## src/rtl/dmem_pkg.sv

```systemverilog
// dmem_pkg: shared definitions for the data-memory initiator.
//   - size encodings as carried on req_size / mem_size
//   - FSM state type
//   - window base and beat-counter width
//   - small helpers for alignment checks and store-data formatting
// Optional feature macro used by the importers: DMEM_UNALIGNED_EN.
package dmem_pkg;

    localparam logic [1:0] SZ_BYTE = 2'd0;
    localparam logic [1:0] SZ_HALF = 2'd1;
    localparam logic [1:0] SZ_UNAL = 2'd2;
    localparam logic [1:0] SZ_WORD = 2'd3;

    // Required value of addr[31:16] for any access.
    localparam logic [15:0] MEM_ADDR = 16'h1000;

    // Enough to count the four byte beats of a split word access.
    localparam int BEAT_W = 2;

    typedef enum logic [1:0] {
        IDLE   = 2'd0,
        ACCESS = 2'd1,
        FAULT  = 2'd2
    } state_e;

    function automatic logic is_misaligned(input logic [1:0] size, input logic [1:0] addr_lo);
        return ((size == SZ_HALF) && addr_lo[0]) ||
               ((size == SZ_WORD) && (addr_lo != 2'b00));
    endfunction

    // Store data is right-justified; unused upper bits are cleared.
    function automatic logic [31:0] store_format(input logic [1:0] size, input logic [31:0] data);
        case (size)
            SZ_BYTE: return {24'b0, data[7:0]};
            SZ_HALF: return {16'b0, data[15:0]};
            default: return data;
        endcase
    endfunction

endpackage

```

## src/rtl/dmem_load_align.sv

```systemverilog
// dmem_load_align: combinational load lane extraction and extension.
// Ports:
//   rdata      in  32  raw word from memory (little-endian lanes)
//   addr_lo    in   2  byte offset of the access within the word
//   size       in   2  SZ_BYTE / SZ_HALF / SZ_WORD
//   is_signed  in   1  sign-extend (1) or zero-extend (0)
//   load_data  out 32  extracted, extended result
// For split (byte-beat) accesses the top instantiates this in byte mode
// with is_signed = 0 and assembles the bytes itself.
module dmem_load_align
    import dmem_pkg::*;
(
    input  logic [31:0] rdata,
    input  logic [1:0]  addr_lo,
    input  logic [1:0]  size,
    input  logic        is_signed,
    output logic [31:0] load_data
);

    logic [31:0] shifted;
    logic [15:0] half_v;

    always_comb begin
        shifted   = rdata >> {addr_lo, 3'b000};
        half_v    = addr_lo[1] ? rdata[31:16] : rdata[15:0];
        load_data = rdata;
        case (size)
            SZ_BYTE: load_data = {{24{is_signed & shifted[7]}}, shifted[7:0]};
            SZ_HALF: load_data = {{16{is_signed & half_v[15]}}, half_v};
            default: load_data = rdata;
        endcase
    end

endmodule

```

## src/rtl/dmem_master.sv

```systemverilog
// dmem_master: initiator side of the CPU data-memory port.
// Accepts one load/store at a time, drives the async memory for one beat
// (or several byte beats for split misaligned accesses) and returns a
// one-cycle response pulse.
// Handshake: a request transfers on a rising edge where req_valid and
// req_ready are both high; the requester holds its fields until then.
// req_ready is high only in IDLE while reset is deasserted.
// Ports:
//   clock, reset (async, active-low)
//   req_valid/req_ready/req_we/req_size/req_signed/req_addr/req_wdata
//   rsp_valid/rsp_err/rsp_rdata   response pulse and payload
//   mem_addr/mem_wdata/mem_size/mem_we/mem_re/mem_rdata   memory side
//   dbg_state                      current FSM state
// Configuration: DMEM_UNALIGNED_EN splits misaligned half/word requests
// into byte beats; without it they take the FAULT path.
module dmem_master
    import dmem_pkg::*;
(
    input  logic        clock,
    input  logic        reset,
    input  logic        req_valid,
    output logic        req_ready,
    input  logic        req_we,
    input  logic [1:0]  req_size,
    input  logic        req_signed,
    input  logic [31:0] req_addr,
    input  logic [31:0] req_wdata,
    output logic        rsp_valid,
    output logic        rsp_err,
    output logic [31:0] rsp_rdata,
    output logic [31:0] mem_addr,
    output logic [31:0] mem_wdata,
    output logic [1:0]  mem_size,
    output logic        mem_we,
    output logic        mem_re,
    input  logic [31:0] mem_rdata,
    output state_e      dbg_state
);

    state_e      state_q, state_d;
    logic [31:0] addr_q, addr_d;
    logic [31:0] wdata_q, wdata_d;
    logic [1:0]  size_q, size_d;
    logic        we_q, we_d;
    logic        signed_q, signed_d;
    logic        rsp_valid_q, rsp_valid_d;
    logic        rsp_err_q, rsp_err_d;
    logic [31:0] rsp_rdata_q, rsp_rdata_d;

    logic [31:0] beat_addr;
    logic [31:0] beat_wdata;
    logic [1:0]  beat_size;
    logic        beat_bad;
    logic        last_beat;
    logic [1:0]  align_size;
    logic        align_signed;
    logic [31:0] align_data;
    logic [31:0] load_result;
    logic        req_illegal;

`ifdef DMEM_UNALIGNED_EN
    logic              split_q, split_d;
    logic [BEAT_W-1:0] beat_q, beat_d;
    logic [BEAT_W-1:0] beat_last;
    logic [31:0]       acc_q, acc_d;
    logic [31:0]       acc_full;
    logic [4:0]        beat_shift;
    logic [31:0]       wdata_sh;

    always_comb begin
        beat_addr  = addr_q + {{(32-BEAT_W){1'b0}}, beat_q};
        beat_shift = {beat_q, 3'b000};
        beat_last  = split_q ? ((size_q == SZ_HALF) ? BEAT_W'(1) : BEAT_W'(3)) : '0;
        last_beat  = (beat_q == beat_last);
        // Only split beats can walk out of the window; beat 0 was checked at accept.
        beat_bad   = (beat_addr[31:16] != MEM_ADDR);
        beat_size  = split_q ? SZ_BYTE : size_q;
        wdata_sh   = wdata_q >> beat_shift;
        beat_wdata = split_q ? {24'b0, wdata_sh[7:0]} : wdata_q;
        align_size   = split_q ? SZ_BYTE : size_q;
        align_signed = split_q ? 1'b0 : signed_q;
        acc_full   = acc_q | ({24'b0, align_data[7:0]} << beat_shift);
        if (!split_q) begin
            load_result = align_data;
        end else if (size_q == SZ_HALF) begin
            load_result = {{16{signed_q & acc_full[15]}}, acc_full[15:0]};
        end else begin
            load_result = acc_full;
        end
        req_illegal = (req_size == SZ_UNAL) || (req_addr[31:16] != MEM_ADDR);
    end
`else
    always_comb begin
        beat_addr    = addr_q;
        last_beat    = 1'b1;
        beat_bad     = 1'b0;
        beat_size    = size_q;
        beat_wdata   = wdata_q;
        align_size   = size_q;
        align_signed = signed_q;
        load_result  = align_data;
        req_illegal  = (req_size == SZ_UNAL) || (req_addr[31:16] != MEM_ADDR) ||
                       is_misaligned(req_size, req_addr[1:0]);
    end
`endif

    dmem_load_align u_load_align (
        .rdata     (mem_rdata),
        .addr_lo   (beat_addr[1:0]),
        .size      (align_size),
        .is_signed (align_signed),
        .load_data (align_data)
    );

    always_comb begin
        state_d     = state_q;
        addr_d      = addr_q;
        wdata_d     = wdata_q;
        size_d      = size_q;
        we_d        = we_q;
        signed_d    = signed_q;
        rsp_valid_d = 1'b0;
        rsp_err_d   = 1'b0;
        rsp_rdata_d = '0;
`ifdef DMEM_UNALIGNED_EN
        split_d     = split_q;
        beat_d      = beat_q;
        acc_d       = acc_q;
`endif
        unique case (state_q)
            IDLE: begin
                if (req_valid && req_ready) begin
                    addr_d   = req_addr;
                    wdata_d  = store_format(req_size, req_wdata);
                    size_d   = req_size;
                    we_d     = req_we;
                    signed_d = req_signed;
`ifdef DMEM_UNALIGNED_EN
                    split_d  = is_misaligned(req_size, req_addr[1:0]);
                    beat_d   = '0;
                    acc_d    = '0;
`endif
                    state_d  = req_illegal ? FAULT : ACCESS;
                end
            end
            ACCESS: begin
                if (beat_bad) begin
                    // Abort: earlier committed store beats stay in memory.
                    state_d     = IDLE;
                    rsp_valid_d = 1'b1;
                    rsp_err_d   = 1'b1;
                end else if (last_beat) begin
                    state_d     = IDLE;
                    rsp_valid_d = 1'b1;
                    rsp_rdata_d = we_q ? 32'h0 : load_result;
                end else begin
`ifdef DMEM_UNALIGNED_EN
                    beat_d = beat_q + BEAT_W'(1);
                    acc_d  = acc_full;
`endif
                end
            end
            FAULT: begin
                state_d     = IDLE;
                rsp_valid_d = 1'b1;
                rsp_err_d   = 1'b1;
            end
            default: state_d = IDLE;
        endcase
    end

    always_ff @(posedge clock or negedge reset) begin
        if (!reset) begin
            state_q     <= IDLE;
            addr_q      <= '0;
            wdata_q     <= '0;
            size_q      <= SZ_BYTE;
            we_q        <= 1'b0;
            signed_q    <= 1'b0;
            rsp_valid_q <= 1'b0;
            rsp_err_q   <= 1'b0;
            rsp_rdata_q <= '0;
`ifdef DMEM_UNALIGNED_EN
            split_q     <= 1'b0;
            beat_q      <= '0;
            acc_q       <= '0;
`endif
        end else begin
            state_q     <= state_d;
            addr_q      <= addr_d;
            wdata_q     <= wdata_d;
            size_q      <= size_d;
            we_q        <= we_d;
            signed_q    <= signed_d;
            rsp_valid_q <= rsp_valid_d;
            rsp_err_q   <= rsp_err_d;
            rsp_rdata_q <= rsp_rdata_d;
`ifdef DMEM_UNALIGNED_EN
            split_q     <= split_d;
            beat_q      <= beat_d;
            acc_q       <= acc_d;
`endif
        end
    end

    // Strobes decode the state register directly so they drop the moment
    // reset forces the state back to IDLE.
    assign req_ready = (state_q == IDLE) && reset;
    assign mem_we    = (state_q == ACCESS) && we_q && !beat_bad;
    assign mem_re    = (state_q == ACCESS) && !we_q && !beat_bad;
    assign mem_addr  = beat_addr;
    assign mem_wdata = beat_wdata;
    assign mem_size  = beat_size;
    assign rsp_valid = rsp_valid_q;
    assign rsp_err   = rsp_err_q;
    assign rsp_rdata = rsp_rdata_q;
    assign dbg_state = state_q;

endmodule

```

## config.mk

```make
export PLATFORM = sky130hd
export DESIGN_NAME = dmem_master
export DESIGN_NICKNAME = d
export VERILOG_FILES = /design/src/rtl/dmem_pkg.sv /design/src/rtl/dmem_load_align.sv /design/src/rtl/dmem_master.sv
export SDC_FILE = /design/constraint.sdc
export NUM_CORES = 1
export LEC_CHECK = 0
export CAP_MARGIN = 20
export CORE_AREA = 2 2 103 105
export DETAILED_ROUTE_END_ITERATION = 7
export DIE_AREA = 0 0 105 107
export PLACE_DENSITY = 0.92
export SYNTH_ARGS = -nofsm -noshare
export SYNTH_HDL_FRONTEND = slang
export SYNTH_SLANG_ARGS = --single-unit
```

## constraint.sdc

```tcl
create_clock -name clock -period 2.55 [get_ports clock]
set_input_delay 0.51 -clock clock [delete_from_list [all_inputs] [get_ports clock]]
set_output_delay 0.51 -clock clock [all_outputs]
set_load 0.01 [all_outputs]
```

==> impl.org <==
** Synthesis
- The Yosys step of the flow raised 0 warnings.
- Among all flip-flop cells after synthesis, the most frequent one is sky130_fd_sc_hd__dfrtp_1.
- The synthesized design contains 0 enable-type register cells.
- Synthesis handed over a netlist of 350 instances.
- Summing every instance area after synthesis gives between 4000 and 5000 um2.
- Share of the synthesized area in the top cell type :: 60.1%
- Share of synthesized flip-flops with an asynchronous set or reset :: 100%
- Number of distinct library cells after synthesis :: 37
- In the post-synthesis netlist, the cell with the most instances is sky130_fd_sc_hd__dfrtp_1.
- Summed over all instances, the cell type with the most area after synthesis is sky130_fd_sc_hd__dfrtp_1.
- A synthesized cell averages 12.4 um2.
- Yosys reg bits :: 104
- Synthesis produced a netlist with a net count of 456.
- Ranking of synthesized cells by instance count :: sky130_fd_sc_hd__dfrtp_1 (104), sky130_fd_sc_hd__mux2_2 (58), sky130_fd_sc_hd__nand2_1 (52), sky130_fd_sc_hd__o21ai_0 (31), sky130_fd_sc_hd__a21oi_1 (20)
- After synthesis, flip-flops and latches occupy between 60% and 70% of the total area.
- Top cells by area in the synthesized netlist :: sky130_fd_sc_hd__dfrtp_1 (60%), sky130_fd_sc_hd__mux2_2 (15%), sky130_fd_sc_hd__nand2_1 (4.5%), sky130_fd_sc_hd__o21ai_0 (3.6%), sky130_fd_sc_hd__a21oi_1 (2.3%)

** Global route
- First-pass GRT wire length :: 19.0 mm
- Maximum number of pins on one net before global-route repair :: 71
- GRT Util Overall :: 21.6%
- The number of global-route vias before repair came to a little under 4000.
- Initial antenna violation count :: 0
- Global route overflow :: 0

** Floorplan
- Die area :: about 11000 um2
- Height of the die :: 107 um
- The floorplan has 37 rows.
- Number of primary I/O pins :: roughly 210
- The die is ~110 um wide.
- Initial standard-cell utilization of the core :: 42.9%
- After floorplanning, the core was sized to cover 10100 um2.

** Route
- For this run, the detailed router's first-pass iteration total came to 4.
- Avg Vias per Cell :: 5.10
- In the routed design, unresolved DRC markers number 0.
- Number of violations reported at the end of detailed-routing iteration 0 :: 162
- The final route contains 3551 vias.
- The routed design has 12.0 mm of wire.
- The detail route stage leaves a number of antenna-violating nets equal to 0.
- Drt wl/cell :: roughly 17 um

** Power
- For this design the static power due to leakage is 0.00298 uW.
- IR analysis of the VDD net gives a maximum drop of 0.558 mV.
- Combinational cells account for 42.2% of the total power.
- Net switching is 32.3% of the power.
- The internal portion of the total power is 4220 uW.
- Net load switching power :: a little over 2000 uW
- Per report_power, the sequential group accounts for between 40 and 50% of the total.
- Fraction of power consumed by the clock network :: 17.2%
- In this run the power density over the cells is 924 nW/um2.
- Summing internal, switching and leakage power gives 6240 uW.

** Timing
- Adding up every negative setup slack in the final design gives 0 ns.
- Dividing the final minimum period by the clock period gives 94.3%.
- Clock skew on the completed layout was measured at 0.0110 ns.
- Final-report hold violation count :: 0
- Slew at the pin closest to its max-slew limit :: 1.02 ns
- Worst setup margin :: around 0.14 ns
- In this run the tightest slew margin relative to its limit is 31.7%.
- Crit path time final :: 2.41 ns
- Number of pins with negative max-slew slack in the final report :: 0
- Setup violations remaining at the end of the flow were counted as 0.
- Setup repair after global routing missed its margin :: no
- Upper clock frequency limit :: 416 MHz

** Clock tree
- Number of buffers inserted by post-CTS setup repair :: 0
- # resized after CTS :: 0
- Maximum clock path buffer count :: 2
- Clock latency on the worst-skew pair, taken at its later pin, is 0.36 ns.
- The clock drives 104 sinks.
- In this run, post-CTS hold repair placed 0 buffers.
- TritonCTS clock tree :: built
- The cell sitting at the root of the clock tree is a sky130_fd_sc_hd__clkbuf_8.
- Count of H-tree levels built during CTS :: 3
- Clock-pin slew was measured on the worst setup and hold paths at 0.10 ns.
- Inserted Clock Buffers :: 9

** Worst setup path
- In this design, the stage delay of the slowest critical-path cell is approximately 0.6 ns.
- Crit path top cell by count :: sky130_fd_sc_hd__inv_1
- Walking the worst path, the cells encountered are inv_1 > ha_1 > nand2b_1 > inv_1 > clkdlybuf4s50_1.
- Of all nets on the critical path, the largest fanout is 9.
- Critical-path top delay cell :: sky130_fd_sc_hd__clkdlybuf4s50_1
- Arrival time worst endpoint :: 1.90 ns
- Required time of the critical path :: 2.04 ns
- Nature of the critical path startpoint :: register
- Kind of end point of the critical path :: primary output
- Critical path type :: reg -> out

** Layout
- Ant diodes :: 0
- After the last flow step, the layout net total stands at 661.
- In the final layout, the share of cells above drive strength 1 is 17.5%.
- Area grow syn2layout :: 55.8%
- Leaving out filler cells and counting taps, the final layout contains 696.

** Run status
- Status :: finished clean

** Placed design
- Number of cells in the design after placement :: 680
- The count of buffers added on input and output ports is 207.
- At the placement stage, the worst setup path has a slack of 0.251 ns.
- Last weighted congestion value of the routability-driven placer :: slightly below 0.9
- HPWL reported at the end of detailed placement :: 9.30 mm

** Job
- Max-cap violations in this run came to 0.

** Min path
- In this run the worst hold path is classified as in -> async.
==> power by group through the flow <==
stage / clock, uW / combinational, uW / sequential (uW)
5_1_grt: 1190 / 2820 / 2600
6_report: 1070 / 2630 / 2530
3_3_place_gp: 0 / 2560 / 2520
4_1_cts: 1120 / 2660 / 2530
2_1_floorplan: 0 / 990 / 2710
3_5_place_dp: 0 / 2640 / 2560
==> stage by stage <==
step | utilization, % | hold WS, ns | cell area [um2]
final | 66.9 | 0.213 | 6750
after global routing | 66.9 | 0.216 | 6750
after CTS | 66.9 | 0.213 | 6750
after detailed placement | 64.8 | 0.472 | 6540
after global placement | 64.8 | 0.462 | 6540
after floorplan | - | 0.214 | 4330
==> layout by cell type, fill, tap and decap left out, types with 2 or more instances in the layout <==
cell type and n:
sky130_fd_sc_hd__a21o_1 10, sky130_fd_sc_hd__a21o_2 6, sky130_fd_sc_hd__a21oi_1 20, sky130_fd_sc_hd__a222oi_1 7, sky130_fd_sc_hd__and2_1 3, sky130_fd_sc_hd__buf_12 2, sky130_fd_sc_hd__buf_4 7, sky130_fd_sc_hd__clkbuf_8 10
sky130_fd_sc_hd__clkdlybuf4s50_1 206, sky130_fd_sc_hd__dfrtp_1 104, sky130_fd_sc_hd__ha_1 3, sky130_fd_sc_hd__inv_1 4, sky130_fd_sc_hd__inv_6 3, sky130_fd_sc_hd__mux2_2 58, sky130_fd_sc_hd__nand2_1 51, sky130_fd_sc_hd__nand2b_1 3
sky130_fd_sc_hd__nor2_1 9, sky130_fd_sc_hd__nor4_1 2, sky130_fd_sc_hd__o21ai_0 31
==> cell families after synthesis <==
kind of cell | count (synthesis) | synth area share (%)
fa+ha+maj | 3 | 0.866
compound gates | 82 | 12.6
buf+inv | 26 | 3.29
mux | 59 | 15.4
flops | 104 | 60.1
simple gates | 76 | 7.71
==> flip-flops by register name, indices dropped and copies added (netlist names) <==
register / flops
mem_addr: 32
mem_wdata: 32
rsp_rdata: 32
dbg_state: 2
mem_size: 2
align_signed: 1
rsp_err: 1
rsp_valid: 1
we_q: 1
==> worst max-delay path, delay by kind of cell (launching register included) <==
family        cells  cell delay (ns)
buf+inv           3             0.87
fa+ha+maj         1             0.17
simple gates      1             0.09
flops             1             0.42
==> layout make-up <==
type | count | area, um2
clock buffers | 10 | 138
inverters | 5 | 18.8
clock inverters | 6 | 72.6
fillers | 796 | 3340
multi-input cells | 220 | 1600
flip-flops and latches | 104 | 2600
well taps | 136 | 170
repair buffers | 215 | 2150
==> final timing paths <==
check	from	endpoint	depth (start not counted)	slack, ns
min reg2reg	mem_wdata[12]	mem_wdata[12]	2	0.49
max in group asynchronous	reset	rsp_rdata[4]	3	1.12
min in group clock	mem_wdata[12]	mem_wdata[12]	2	0.49
max reg2reg	mem_size[1]	rsp_rdata[31]	4	0.41
max	dbg_state[1]	mem_re	5	0.14
min	reset	mem_wdata[3]	2	0.21
==> routing by layer <==
metal	part of all wire, %	vias to the layer above	global-route usage [%]
li1	-	1634	-
met1	38	1749	24.3
met2	53	152	39.1
met3	7.1	16	6.69
met4	1.6	0	6.95
met5	0	-	0
Power figures use the tool's default switching activity.
